## src/rtl/seq_mult_pkg.sv

```systemverilog
// Shared definitions for the sequential shift-and-add multiplier: FSM encoding and
// the width helper used to size the step counter.
package seq_mult_pkg;

  typedef logic [1:0] state_t;

  localparam state_t ST_IDLE = 2'd0;
  localparam state_t ST_RUN  = 2'd1;
  localparam state_t ST_DONE = 2'd2;

  // Number of bits needed to hold values 0..n-1.
  function automatic int clog2(input int n);
    int r;
    r = 0;
    while ((1 << r) < n) r++;
    return r;
  endfunction

endpackage

```

## src/rtl/ripple_add.sv

```systemverilog
// Plain ripple-carry adder built from a chain of 1-bit full adders.
module ripple_add #(
  parameter int WIDTH = 8
) (
  output logic [WIDTH-1:0] s,
  output logic             cout,
  input  logic [WIDTH-1:0] a,
  input  logic [WIDTH-1:0] b,
  input  logic             cin
);

  logic [WIDTH:0] c;

  assign c[0] = cin;

  for (genvar i = 0; i < WIDTH; i++) begin : g_fa
    assign s[i]   = a[i] ^ b[i] ^ c[i];
    assign c[i+1] = (a[i] & b[i]) | (c[i] & (a[i] ^ b[i]));
  end

  assign cout = c[WIDTH];

endmodule

```

## src/rtl/seq_mult.sv

```systemverilog
// Sequential shift-and-add multiplier, one partial product per clock, start/done handshake.
// Optional two's-complement mode is enabled by defining SEQ_MULT_SIGNED_EN (adds input tc).
module seq_mult
  import seq_mult_pkg::*;
#(
  parameter int WIDTH = 8
) (
  input  logic             clk,
  input  logic             reset,
  input  logic             start,
  input  logic [WIDTH-1:0] a,
  input  logic [WIDTH-1:0] b,
`ifdef SEQ_MULT_SIGNED_EN
  input  logic             tc,
`endif
  output logic             busy,
  output logic             done,
  output logic [WIDTH-1:0] hi,
  output logic [WIDTH-1:0] lo
);

  // Handshake: start is accepted on any edge where the FSM is in IDLE or DONE
  // (busy=0); done is a one-cycle pulse and hi/lo are valid from that cycle on.

  localparam int CW = clog2(WIDTH + 1);
  localparam logic [CW-1:0] CNT_INIT = CW'(WIDTH);

  state_t state_q, state_d;
  logic [CW-1:0]      cnt_q, cnt_d;
  logic [WIDTH-1:0]   acc_q, acc_d;
  logic [WIDTH-1:0]   mq_q, mq_d;
  logic [WIDTH-1:0]   mcand_q, mcand_d;
  logic [WIDTH-1:0]   hi_q, hi_d;
  logic [WIDTH-1:0]   lo_q, lo_d;

  logic [WIDTH-1:0]   addend;
  logic [WIDTH-1:0]   sum;
  logic               carry;
  logic [2*WIDTH-1:0] prod_raw;
  logic [2*WIDTH-1:0] prod_fin;
  logic [WIDTH-1:0]   a_op;
  logic [WIDTH-1:0]   b_op;

  assign addend = mq_q[0] ? mcand_q : '0;

  ripple_add #(.WIDTH(WIDTH)) u_step (
    .s    (sum),
    .cout (carry),
    .a    (acc_q),
    .b    (addend),
    .cin  (1'b0)
  );

  // {acc,mq} after this step: the adder result with its carry, shifted right by one.
  assign prod_raw = {carry, sum, mq_q[WIDTH-1:1]};

`ifdef SEQ_MULT_SIGNED_EN
  logic               neg_q, neg_d;
  logic [2*WIDTH-1:0] prod_neg;
  logic               neg_cout;

  // Operands are reduced to magnitudes; the most-negative value maps to 2^(W-1) unsigned.
  assign a_op = (tc && a[WIDTH-1]) ? (~a + 1'b1) : a;
  assign b_op = (tc && b[WIDTH-1]) ? (~b + 1'b1) : b;

  ripple_add #(.WIDTH(2 * WIDTH)) u_neg (
    .s    (prod_neg),
    .cout (neg_cout),
    .a    (~prod_raw),
    .b    ('0),
    .cin  (1'b1)
  );

  // A carry out of the negate only happens for a zero magnitude, which needs no negation.
  assign prod_fin = (neg_q && !neg_cout) ? prod_neg : prod_raw;
`else
  assign a_op     = a;
  assign b_op     = b;
  assign prod_fin = prod_raw;
`endif

  always_comb begin
    state_d = state_q;
    cnt_d   = cnt_q;
    acc_d   = acc_q;
    mq_d    = mq_q;
    mcand_d = mcand_q;
    hi_d    = hi_q;
    lo_d    = lo_q;
`ifdef SEQ_MULT_SIGNED_EN
    neg_d   = neg_q;
`endif
    case (state_q)
      ST_RUN: begin
        acc_d = prod_raw[2*WIDTH-1:WIDTH];
        mq_d  = prod_raw[WIDTH-1:0];
        cnt_d = cnt_q - CW'(1);
        if (cnt_q == CW'(1)) begin
          state_d      = ST_DONE;
          {hi_d, lo_d} = prod_fin;
        end
      end
      default: begin
        if (start) begin
          state_d = ST_RUN;
          mcand_d = a_op;
          mq_d    = b_op;
          acc_d   = '0;
          cnt_d   = CNT_INIT;
`ifdef SEQ_MULT_SIGNED_EN
          neg_d   = tc & (a[WIDTH-1] ^ b[WIDTH-1]);
`endif
        end else begin
          state_d = ST_IDLE;
        end
      end
    endcase
  end

  always_ff @(posedge clk) begin
    if (reset) begin
      state_q <= ST_IDLE;
      cnt_q   <= '0;
      acc_q   <= '0;
      mq_q    <= '0;
      mcand_q <= '0;
      hi_q    <= '0;
      lo_q    <= '0;
`ifdef SEQ_MULT_SIGNED_EN
      neg_q   <= 1'b0;
`endif
    end else begin
      state_q <= state_d;
      cnt_q   <= cnt_d;
      acc_q   <= acc_d;
      mq_q    <= mq_d;
      mcand_q <= mcand_d;
      hi_q    <= hi_d;
      lo_q    <= lo_d;
`ifdef SEQ_MULT_SIGNED_EN
      neg_q   <= neg_d;
`endif
    end
  end

  assign busy = (state_q == ST_RUN);
  assign done = (state_q == ST_DONE);
  assign hi   = hi_q;
  assign lo   = lo_q;

endmodule

```

## config.mk

```make
export PLATFORM = sky130hd
export DESIGN_NAME = seq_mult
export DESIGN_NICKNAME = d
export VERILOG_FILES = /design/src/rtl/seq_mult_pkg.sv /design/src/rtl/ripple_add.sv /design/src/rtl/seq_mult.sv
export SDC_FILE = /design/constraint.sdc
export NUM_CORES = 1
export LEC_CHECK = 0
export ABC_CLOCK_PERIOD_IN_PS = 4700
export BUFFER_PORTS_ARGS = -buffer_cell sky130_fd_sc_hd__buf_4
export CAP_MARGIN = 20
export CORE_MARGIN = 5
export CORE_UTILIZATION = 54
export CTS_CLUSTER_DIAMETER = 40
export DETAILED_ROUTE_END_ITERATION = 12
export GPL_ROUTABILITY_DRIVEN = 0
export GPL_TIMING_DRIVEN = 0
export PLACE_DENSITY = 0.86
export SKIP_CTS_REPAIR_TIMING = 1
export SYNTH_ARGS = -nofsm -noshare
export SYNTH_HDL_FRONTEND = slang
export SYNTH_SLANG_ARGS = --single-unit
export TNS_END_PERCENT = 1
```

## constraint.sdc

```tcl
create_clock -name clk -period 4.7 [get_ports clk]
set_clock_uncertainty 0.15 [all_clocks]
set_input_delay 0.235 -clock clk [delete_from_list [all_inputs] [get_ports clk]]
set_output_delay 0.235 -clock clk [all_outputs]
set_load 0.02 [all_outputs]
```

-- Word level (Yosys, flattened, before mapping)
Cells that the tools add are included.
- bitwise operators: 38
- reductions and logical operators: 3
- add/sub/neg operators: 1
- mux-type cells: 10
- eq/ne operators: 4
- operators with widths (operator ; count):
    two-way mux 8 bit ; 5
    bitwise AND 1 bit ; 15
    XOR 1 bit ; 15
    two-way mux 4 bit ; 2
    OR 1 bit ; 7
    == test 4 x 1 -> 1 bit, second input constant ; 1
    two-way mux 2 bit ; 2
    AND reduction 2 bit ; 2
    subtractor 4 x 1 -> 4 bit, second input constant ; 1
    == test 2 x 1 -> 1 bit, second input constant ; 1
    == test 2 bit, second input constant ; 1
    != test 2 x 1 -> 1 bit, second input constant ; 1
    nonzero test 2 bit ; 1
    two-way mux 1 bit ; 1
    NOT 1 bit ; 1
- bits of input ports: 19
- logic and storage cells: 63
- output and inout port bits: 18
- bits in registers: 46

-- Logic depth before layout (Yosys ltp)
Gate-level depths: netlist of the first run.
- depth in word-level cells: 17
- depth in mapped cells: 13

-- By module
Synthesis of the first run repeated with hierarchy kept, for this count alone.
- cell total of the unflattened synthesis: 202
- area, all modules: 1981.9 um^2
- modules (own cells, without submodules) (module ; instances ; seq. area each (um^2) ; area each (um^2) ; cells each):
    seq_mult ; 1 ; 920.9 ; 1784.2 ; 184
    ripple_add ; 1 ; 0.0 ; 197.7 ; 18

-- Worst setup path before layout of the first run
Ideal clock, no wire load.
- kind: register to register
- start: reg mq_q[0]
- end: reg acc_q[6]
- clock period less this slack: 4001 ps
- data arrival time: 3732 ps
- setup time: 120 ps
- data required time: 4430 ps
- path slack: 699 ps
- cell stages (with the launch flop): 14
- buffers on the path: 1
- cells stage by stage: dfxtp_1 > clkbuf_1 > and2_1 > ha_1 > inv_1 > fa_1 > fa_1 > fa_1 > fa_1 > fa_1 > fa_1 > fa_1 > nand2b_1 > a21oi_1
- longest elaborated chain between the ends: 16
- ends and longest elaborated chain (item ; line ; source):
    from (decl) ; seq_mult.sv:31 ; logic [WIDTH-1:0] mq_q, mq_d;
    from (signal assigned) ; seq_mult.sv:136 ; mq_q <= mq_d;
    two-way mux 8 bit * ; seq_mult.sv:44 ; assign addend = mq_q[0] ? mcand_q : '0;
    bitwise AND 1 bit or XOR 1 bit (tied branches) ; ripple_add.sv:18 ; assign c[i+1] = (a[i] & b[i]) | (c[i] & (a[i] ^ b[i]));
    bitwise AND 1 bit ; ripple_add.sv:18 ;
    OR 1 bit ; ripple_add.sv:18 ;
    bitwise AND 1 bit ; ripple_add.sv:18 ;
    OR 1 bit ; ripple_add.sv:18 ;
    bitwise AND 1 bit ; ripple_add.sv:18 ;
    OR 1 bit ; ripple_add.sv:18 ;
    bitwise AND 1 bit ; ripple_add.sv:18 ;
    OR 1 bit ; ripple_add.sv:18 ;
    bitwise AND 1 bit ; ripple_add.sv:18 ;
    OR 1 bit ; ripple_add.sv:18 ;
    bitwise AND 1 bit ; ripple_add.sv:18 ;
    OR 1 bit ; ripple_add.sv:18 ;
    XOR 1 bit * ; ripple_add.sv:17 ; assign s[i] = a[i] ^ b[i] ^ c[i];
    two-way mux 8 bit * ; seq_mult.sv:93 ; case (state_q)
    to (signal assigned) ; seq_mult.sv:124 ; acc_q <= '0;
    to (signal assigned) ; seq_mult.sv:135 ; acc_q <= acc_d;
    to (decl) ; seq_mult.sv:30 ; logic [WIDTH-1:0] acc_q, acc_d;
Every way passes the cells marked *; elsewhere a longest branch is shown, timed or not.
A chain may end at the register's enable or synchronous reset.

-- Worst setup path after layout of the first run
Ends and elaborated chain as after synthesis.

==> summary.txt, run 1 <==
Reg power frac - 51.4%
Hold Crit Start - a[4]
Reg2reg end - acc_q[6]$_SDFFE_PP0P_
Post-synth EDFFs - 0
Ranking of synthesized cells by area - dfxtp_1 46%, fa_1 7.0%, a21oi_1 4.3%
Most common cell after layout, fill and taps aside - dfxtp_1
Initial core utilization - 55.0%
Yosys cell types - 33
Asr flop ratio synth - 0%
Slew HR - 71.5%
Status - finished, final reports clean
CTS sink count - 46
Crit share post-route - 91.8%
PD cells - 331 nW/um^2
IO Port Bufs - 36
CTS Buffer Depth - 2
Flop2flop setup slack - 390 ps
Layout fillers - 333
P_leak - 0.958 nW
TNS Setup - 0 ps
Share of layout cells above drive strength 1 - 25.6%
Total I/O pin count - 37
Ant. Diodes - 0
Final ANT Viol Nets - 0
Worst min path class - input port to register
Maximum fanout along the worst path - 9
Drt first pass iters - 4
Setup crit start kind - register
Setup violators final - 0
Worst hold slack - 37.4 ps
Bufs and invs on worst path - 2
Total routed wirelength - 4350 um
Worst EP arrival - 4390 ps
Initial DRC Count - 171
Clk pwr share - 36.8%
Leading cell types in the layout, fill and taps excluded - 46 x dfxtp_1, 38 x buf_4, 17 x nand3_1, 17 x a21oi_1, 11 x inv_1
DR vias/cell - 5.53
Hold Crit Endpoint - mcand_q[4]$_SDFFE_PP0P_
Avg WL per Cell - 15.0 um
Hpwl dp - 3050 um
Worst setup path class - register to register
Vias - 1,603
Clock-pin slew on the worst setup and hold paths - 80 ps
Ys Warns - 0
Internal - 616 uW
Die W - 70.8 um
Psw - 193 uW
Peak supply drop - 0.000195 V
Critical Path RT - 4780 ps
Fmax - 232 MHz
Clk Latency, worst-skew pair - 300 ps
Slew @ Worst Pin - 427 ps
Worst r2r src - mq_q[0]$_SDFFE_PP0P_
Post-Synthesis Cell Area - 2000 um^2
H-tree depth - 2
Avg Cell Area, Syn - 10.0 um^2
Fin util - 67.2%
Slowest-stage cell, CP - fa_1
Number of synthesized register bits - 46
Die area - 5020 um^2
Tmin final - 4310 ps
Cell count after synthesis - 199
Max_cap viols - 0
Syn_nets - 228
Worst reg-to-reg path cell count - 13
CTS Root Cell - clkbuf_8
Max-slew violations - 0
DRC viols - 0
CP peak stage delay - 460 ps
Congestion Overflow GR - 0
Ys flop type - dfxtp_1
Final Hold Vio Count - 0
Synth top area share - 46.1%
Post-synth top area cell - dfxtp_1
Logic pwr share - 11.8%
Initial antenna violation count - 0
Worst-path cell chain - clkbuf_1 -> and2_1 -> ha_1 -> inv_1 -> fa_1 -> fa_1 -> fa_1 -> fa_1 -> fa_1 -> fa_1 -> fa_1 -> nand2b_1 -> a21oi_1
CTS tree - done
Hold path depth - 3
Largest net degree at the start of global routing - 14
Setup crit end kind - register
Switching share of power - 23.9%
Critical path's most frequent cell - fa_1
Top delay family on crit path - adder cells
Row Count - 22
Core area - 3630 um^2
Layout area overhead - 22.2%
Die height - 70.8 um
Vias in the first global route - 1,520
RSZ-0062 raised after global routing - false
CTS Buf Count - 5
GRT Util Overall - 18.3%
# nets final - 271
Post-synthesis sequential area ratio - 46.1%
First-pass GRT wire length - 7270 um
-- metal layers --
metal	vias up	share of wire, %	track usage [%]
met4	0	1.5	5.64
met3	9	6.8	4.97
met2	57	48	29.2
li1	781	-	-
met1	756	44	24.1
met5	-	0	0
-- final cells by class --
cell class	count	area, um^2	area share (%)
multi-input combinational	126	933	38.2
sequential	46	921	37.7
timing repair buffer	36	270	11.1
buffer	14	92.6	3.79
clock buffer	6	82.6	3.38
tap	48	60.1	2.46
inverter	13	51.3	2.10
clock inverter	1	30.0	1.23
-- tightest hold or removal path, stage by stage --
cell and delay [ps]:
buf_4 110, nand3_1 50, a21oi_1 50
-- power groups by stage --
stage | clock (mW) | combinational (mW) | sequential (mW)
after floorplan | 0 | 0.0636 | 0.423
after global placement | 0 | 0.0929 | 0.424
after detailed placement | 0 | 0.0946 | 0.425
after CTS | 0.303 | 0.0952 | 0.416
after global routing | 0.318 | 0.104 | 0.418
final | 0.298 | 0.0951 | 0.416
-- registers in the layout, summed over array words and instances (netlist names) --
| signal | cells |
|---|---|
| mq_q | 8 |
| hi | 8 |
| acc_q | 8 |
| state_q | 2 |
| mcand_q | 8 |
| lo | 8 |
| cnt_q | 4 |
-- logic make-up (layout without fill, tap and decap cells) --
logic type | after synthesis | in the layout | share of synthesized area (%)
compound gates | 53 | 53 | 18.5
xor+xnor | 1 | 1 | 0.438
fa+ha+maj | 10 | 10 | 8.89
buf+inv | 27 | 70 | 7.20
flops | 46 | 46 | 46.1
mux | 8 | 8 | 4.01
simple gates | 54 | 54 | 14.8
-- stage by stage --
step	cells	instance area [um^2]	worst slack, ps	power, mW
global route	290	2440	223	0.840
CTS	290	2440	375	0.814
finish	290	2440	388	0.809
detailed placement	283	2330	405	0.520
floorplan	199	2000	699	0.486
global placement	283	2330	462	0.517
-- cells in the mapped netlist (all sizes together), types with 3 or more instances --
master,number
nor2,9
a21oi,17
a22o,8
ha,3
dfxtp,46
a211oi,9
inv,13
nand2,9
fa,7
o21ai,8
nand3,17
o2bb2ai,8
nand2b,10
nor3,3
mux2i,8
buf,13
-- how the worst max path moves through the flow --
stage | from | end | slack, ps | depth (start not counted)
2_1_floorplan | mq_q[0]$_SDFFE_PP0P_ | acc_q[6]$_SDFFE_PP0P_ | 700 | 13
3_3_place_gp | mq_q[0]$_SDFFE_PP0P_ | acc_q[6]$_SDFFE_PP0P_ | 460 | 13
3_5_place_dp | mq_q[0]$_SDFFE_PP0P_ | acc_q[6]$_SDFFE_PP0P_ | 400 | 13
4_1_cts | mq_q[0]$_SDFFE_PP0P_ | acc_q[6]$_SDFFE_PP0P_ | 380 | 13
5_1_grt | mq_q[0]$_SDFFE_PP0P_ | acc_q[6]$_SDFFE_PP0P_ | 220 | 13
6_report | mq_q[0]$_SDFFE_PP0P_ | acc_q[6]$_SDFFE_PP0P_ | 390 | 13
(Power assumes the default switching activity.)
==> inputs of run 2 (changes only) <==
--- a/config.mk
+++ b/config.mk
@@ -14,7 +14,7 @@
 export DETAILED_ROUTE_END_ITERATION = 12
 export GPL_ROUTABILITY_DRIVEN = 0
 export GPL_TIMING_DRIVEN = 0
-export PLACE_DENSITY = 0.86
+export PLACE_DENSITY = 0.79
 export SKIP_CTS_REPAIR_TIMING = 1
 export SYNTH_ARGS = -nofsm -noshare
 export SYNTH_HDL_FRONTEND = slang
==> run 2 against run 1 <==
Against the previous run: sequential power is essentially flat; final cell count up 0.34%; die area did not move; largest power group unchanged; routed wire length about the same; worst hold slack improved by 1.5 ps; clock power shrank 3%; global-route usage shrank 0.24 points; register-to-register slack got worse by 20 ps; combinational power about the same; sequential share of layout area grew 0.097 points; via count down 0.87%; flip-flop and latch count is the same.
==> summary.txt, run 2 (same netlist as run 1, synthesis figures left out) <==
Status - finished, final reports clean
Worst-path cell chain - clkbuf_1 -> and2_1 -> ha_1 -> inv_1 -> fa_1 -> fa_1 -> fa_1 -> fa_1 -> fa_1 -> fa_1 -> fa_1 -> nand2b_1 -> a21oi_1
PD cells - 328 nW/um^2
CTS Root Cell - clkbuf_8
Dpl ws - 384 ps
Max-slew violations - 0
First-pass GRT wire length - 7300 um
RSZ-0062 raised after global routing - false
H-tree depth - 2
GRT Util Overall - 18.0%
Peak supply drop - 0.000208 V
Worst reg-to-reg path cell count - 13
CP peak stage delay - 470 ps
DR vias/cell - 5.46
Placed Instance Area - 2330 um^2
CTS Buf Count - 5
Placed cells - 283
Slew @ Worst Pin - 405 ps
Final Hold Vio Count - 0
CTS sink count - 46
Maximum fanout along the worst path - 9
Initial core utilization - 55.0%
Finished Cell Area - 2430 um^2
Most common cell after layout, fill and taps aside - dfxtp_1
Worst EP arrival - 4420 ps
Initial DRC Count - 116
Switching share of power - 24.3%
TNS Setup - 0 ps
Core area - 3630 um^2
Die height - 70.8 um
# nets final - 271
Hold Crit Start - a[5]
Setup crit end kind - register
Worst min path class - input port to register
Congestion Overflow GR - 0
Top delay family on crit path - adder cells
Reg power frac - 52.1%
Worst r2r src - mq_q[0]$_SDFFE_PP0P_
Vias - 1,589
Tmin final - 4330 ps
Bufs and invs on worst path - 2
Die W - 70.8 um
Critical path's most frequent cell - fa_1
Ant. Diodes - 0
Setup crit start kind - register
Fmax - 231 MHz
Vias in the first global route - 1,578
IO Port Bufs - 36
Clk pwr share - 36.1%
Logic pwr share - 11.9%
Critical Path RT - 4780 ps
Avg WL per Cell - 15.0 um
Row Count - 22
Max_cap viols - 0
Total I/O pin count - 37
Final cell count without fillers - 291
Layout area overhead - 21.9%
Crit path depth - 13
Leading cell types in the layout, fill and taps excluded - 46 x dfxtp_1, 38 x buf_4, 17 x nand3_1, 17 x a21oi_1, 11 x inv_1
Crit share post-route - 92.2%
CTS tree - done
Flop2flop setup slack - 370 ps
Share of layout cells above drive strength 1 - 25.1%
Slowest-stage cell, CP - fa_1
Hold path depth - 3
Clk Latency, worst-skew pair - 300 ps
Largest net degree at the start of global routing - 14
P_leak - 0.953 nW
Worst setup path class - register to register
CTS Buffer Depth - 2
Slew HR - 73.0%
Layout fillers - 311
Initial antenna violation count - 0
Psw - 194 uW
Hpwl dp - 3000 um
Internal - 605 uW
Total routed wirelength - 4350 um
Reg2reg end - acc_q[6]$_SDFFE_PP0P_
Setup ws final - 367 ps
Hold Crit Endpoint - mcand_q[5]$_SDFFE_PP0P_
Setup violators final - 0
Final ANT Viol Nets - 0
Clock-pin slew on the worst setup and hold paths - 80 ps
DRC viols - 0
Drt first pass iters - 4
Die area - 5020 um^2
-- run 2: changes by cell type in the layout (fill, tap and decap cells not counted) --
cell	delta
clkbuf_1	+2
clkbuf_8	-1
-- run 2: area by class of cell --
cell class | count | area (um^2) | area share, %
Multi-Input combinational cell | 126 | 933 | 38.3
Sequential cell | 46 | 921 | 37.8
Timing Repair Buffer | 36 | 270 | 11.1
Buffer | 14 | 92.6 | 3.80
Clock buffer | 7 | 76.3 | 3.13
Tap cell | 48 | 60.1 | 2.47
Inverter | 13 | 51.3 | 2.11
Clock inverter | 1 | 30.0 | 1.23
-- run 2: worst max path at each step --
stage	startpoint	end	slack, ps
finish	mq_q[0]$_SDFFE_PP0P_	acc_q[6]$_SDFFE_PP0P_	370
detailed placement	mq_q[0]$_SDFFE_PP0P_	acc_q[6]$_SDFFE_PP0P_	380
global route	mq_q[0]$_SDFFE_PP0P_	acc_q[6]$_SDFFE_PP0P_	170
floorplan	mq_q[0]$_SDFFE_PP0P_	acc_q[6]$_SDFFE_PP0P_	700
global placement	mq_q[0]$_SDFFE_PP0P_	acc_q[6]$_SDFFE_PP0P_	470
CTS	mq_q[0]$_SDFFE_PP0P_	acc_q[6]$_SDFFE_PP0P_	370
-- run 2: power groups by stage --
stage | clock (mW) | combinational [mW] | sequential, mW
after global placement | 0 | 0.0932 | 0.425
after CTS | 0.292 | 0.0948 | 0.416
after global routing | 0.306 | 0.104 | 0.418
after floorplan | 0 | 0.0636 | 0.423
after detailed placement | 0 | 0.0945 | 0.425
final | 0.288 | 0.0948 | 0.416
-- run 2: per-layer routing --
metal | track usage (%) | wire (um)
met1 | 24.8 | 2040
met2 | 28.4 | 1980
met3 | 3.98 | 267
met4 | 5.64 | 64
met5 | 0 | 0
-- run 2: worst register-to-register path, cell delays in order (launching register included) --
cell	delay [ps]
dfxtp_1	310
clkbuf_1	330
and2_1	190
ha_1	150
inv_1	50
fa_1	390
fa_1	410
fa_1	400
fa_1	390
fa_1	390
fa_1	390
fa_1	470
nand2b_1	160
a21oi_1	110
-- run 2: through the flow --
stage | util, % | power, mW | hold WS [ps]
6_report | 67.0 | 0.799 | 38.9
5_1_grt | 67.0 | 0.829 | 47.6
4_1_cts | 67.0 | 0.802 | 39.9
3_5_place_dp | 64.1 | 0.519 | 303
3_3_place_gp | 64.1 | 0.518 | 299
2_1_floorplan | - | 0.486 | 233
==> inputs of run 3 (changes only) <==
--- a/config.mk
+++ b/config.mk
@@ -9,12 +9,12 @@
 export BUFFER_PORTS_ARGS = -buffer_cell sky130_fd_sc_hd__buf_4
 export CAP_MARGIN = 20
 export CORE_MARGIN = 5
-export CORE_UTILIZATION = 54
+export CORE_UTILIZATION = 31
 export CTS_CLUSTER_DIAMETER = 40
 export DETAILED_ROUTE_END_ITERATION = 12
 export GPL_ROUTABILITY_DRIVEN = 0
 export GPL_TIMING_DRIVEN = 0
-export PLACE_DENSITY = 0.79
+export PLACE_DENSITY = 0.51
 export SKIP_CTS_REPAIR_TIMING = 1
 export SYNTH_ARGS = -nofsm -noshare
 export SYNTH_HDL_FRONTEND = slang
==> run 3 against run 2 <==
Against the previous run: final cell count is 10% higher; global-route usage down 5.9 points; sequential share of layout area fell by 0.33 points; critical path depth did not move; critical endpoint unchanged.
==> summary.txt, run 3 (same netlist as run 1, synthesis figures left out) <==
Final cell count without fillers - 320
Layout area overhead - 22.9%
Worst hold slack - 44.8 ps
Setup ws final - 380 ps
Initial DRC Count - 67
Final Hold Vio Count - 0
Clock-pin slew on the worst setup and hold paths - 90 ps
P_leak - 0.949 nW
Worst setup path class - register to register
IO Port Bufs - 36
CTS sink count - 46
Critical Path RT - 4790 ps
Ant. Diodes - 0
Initial antenna violation count - 0
Worst EP arrival - 4410 ps
Maximum fanout along the worst path - 9
CTS Buf Count - 5
TNS Setup - 0 ps
Largest net degree at the start of global routing - 14
Setup violators final - 0
First-pass GRT wire length - 8020 um
Reg2reg end - acc_q[6]$_SDFFE_PP0P_
Most common cell after layout, fill and taps aside - dfxtp_1
Total I/O pin count - 37
Slew HR - 73.8%
Hpwl dp - 3360 um
Drt first pass iters - 4
Dpl ws - 356 ps
Die height - 90.3 um
DR vias/cell - 4.87
GRT Util Overall - 12.2%
Worst min path class - input port to register
Initial core utilization - 31.6%
Worst r2r src - mq_q[0]$_SDFFE_PP0P_
Flop2flop setup slack - 380 ps
Placed cells - 312
Total routed wirelength - 4710 um
Setup crit end kind - register
# nets final - 271
DRC viols - 0
Tmin final - 4320 ps
PD cells - 311 nW/um^2
Max_cap viols - 0
Setup crit start kind - register
Clk Latency, worst-skew pair - 300 ps
Peak supply drop - 0.000131 V
Vias - 1,557
Leading cell types in the layout, fill and taps excluded - 46 x dfxtp_1, 38 x buf_4, 17 x nand3_1, 17 x a21oi_1, 11 x inv_1
CTS Root Cell - clkbuf_8
Beginning of the critical path - mq_q[0]$_SDFFE_PP0P_
Worst reg-to-reg path cell count - 13
Slew @ Worst Pin - 393 ps
Row Count - 29
Congestion Overflow GR - 0
Layout fillers - 661
Final ANT Viol Nets - 0
H-tree depth - 2
Fmax - 231 MHz
Crit share post-route - 91.9%
Status - finished, final reports clean
RSZ-0062 raised after global routing - false
Avg WL per Cell - 14.7 um
Max-slew violations - 0
Die W - 90.3 um
Hold Crit Start - a[4]
Worst setup path endpoint - acc_q[6]$_SDFFE_PP0P_
CTS Buffer Depth - 2
Vias in the first global route - 1,594
Die area - 8150 um^2
Share of layout cells above drive strength 1 - 25.5%
Core area - 6310 um^2
CTS tree - done
## run 3: changes by cell type in the layout (fill, tap and decap cells not counted)
| cell | previous run | this run |
|---|---|---|
| clkinv_2 | 0 | 1 |
| clkbuf_1 | 3 | 2 |
| clkbuf_8 | 5 | 6 |
| bufinv_16 | 1 | 0 |
## run 3: critical path: stages (launching register included)
cell and delay [ps]:
dfxtp_1 310, clkbuf_1 320, and2_1 200, ha_1 140
inv_1 40, fa_1 380, fa_1 410, fa_1 400
fa_1 400, fa_1 400, fa_1 380, fa_1 460
nand2b_1 160, a21oi_1 110
## run 3: layer usage
layer	wire length, um	GRT usage (%)
met5	0	0
met4	85	4.84
met3	212	2.92
met2	2170	19.3
met1	2240	15.9
## run 3: cell type report
type                    count  area (um^2)  area share [%]
plain buffers              14         92.6            3.77
well taps                  77         96.3            3.92
clock buffers               7         86.3            3.52
inverters                  13         51.3            2.09
multi-input cells         126          933            38.0
clock inverters             1         5.00           0.204
flip-flops and latches     46          921            37.5
repair buffers             36          270            11.0
## run 3: worst min-delay path by stage
| stage | to | slack [ps] | cells past startpoint |
|---|---|---|---|
| global placement | hi[1]$_SDFFE_PP0P_ | 300 | 1 |
| CTS | mcand_q[7]$_SDFFE_PP0P_ | 40 | 3 |
| floorplan | mcand_q[0]$_SDFFE_PP0P_ | 230 | 2 |
| detailed placement | hi[6]$_SDFFE_PP0P_ | 300 | 1 |
| finish | mcand_q[4]$_SDFFE_PP0P_ | 40 | 3 |
| global route | mcand_q[2]$_SDFFE_PP0P_ | 30 | 3 |
## run 3: per-stage QoR
step | utilization (%) | cell area [um^2] | total power, mW
2_1_floorplan | - | 2000 | 0.486
3_3_place_gp | 37.5 | 2360 | 0.521
3_5_place_dp | 37.5 | 2360 | 0.522
4_1_cts | 38.9 | 2460 | 0.774
5_1_grt | 38.9 | 2460 | 0.806
6_report | 38.9 | 2460 | 0.765
## run 3: power by group
group | internal, mW | total (mW) | switching [mW]
Clock | 0.119 | 0.254 | 0.135
Sequential | 0.405 | 0.416 | 0.0107
Combinational | 0.0410 | 0.0951 | 0.0541
Total | 0.565 | 0.765 | 0.200
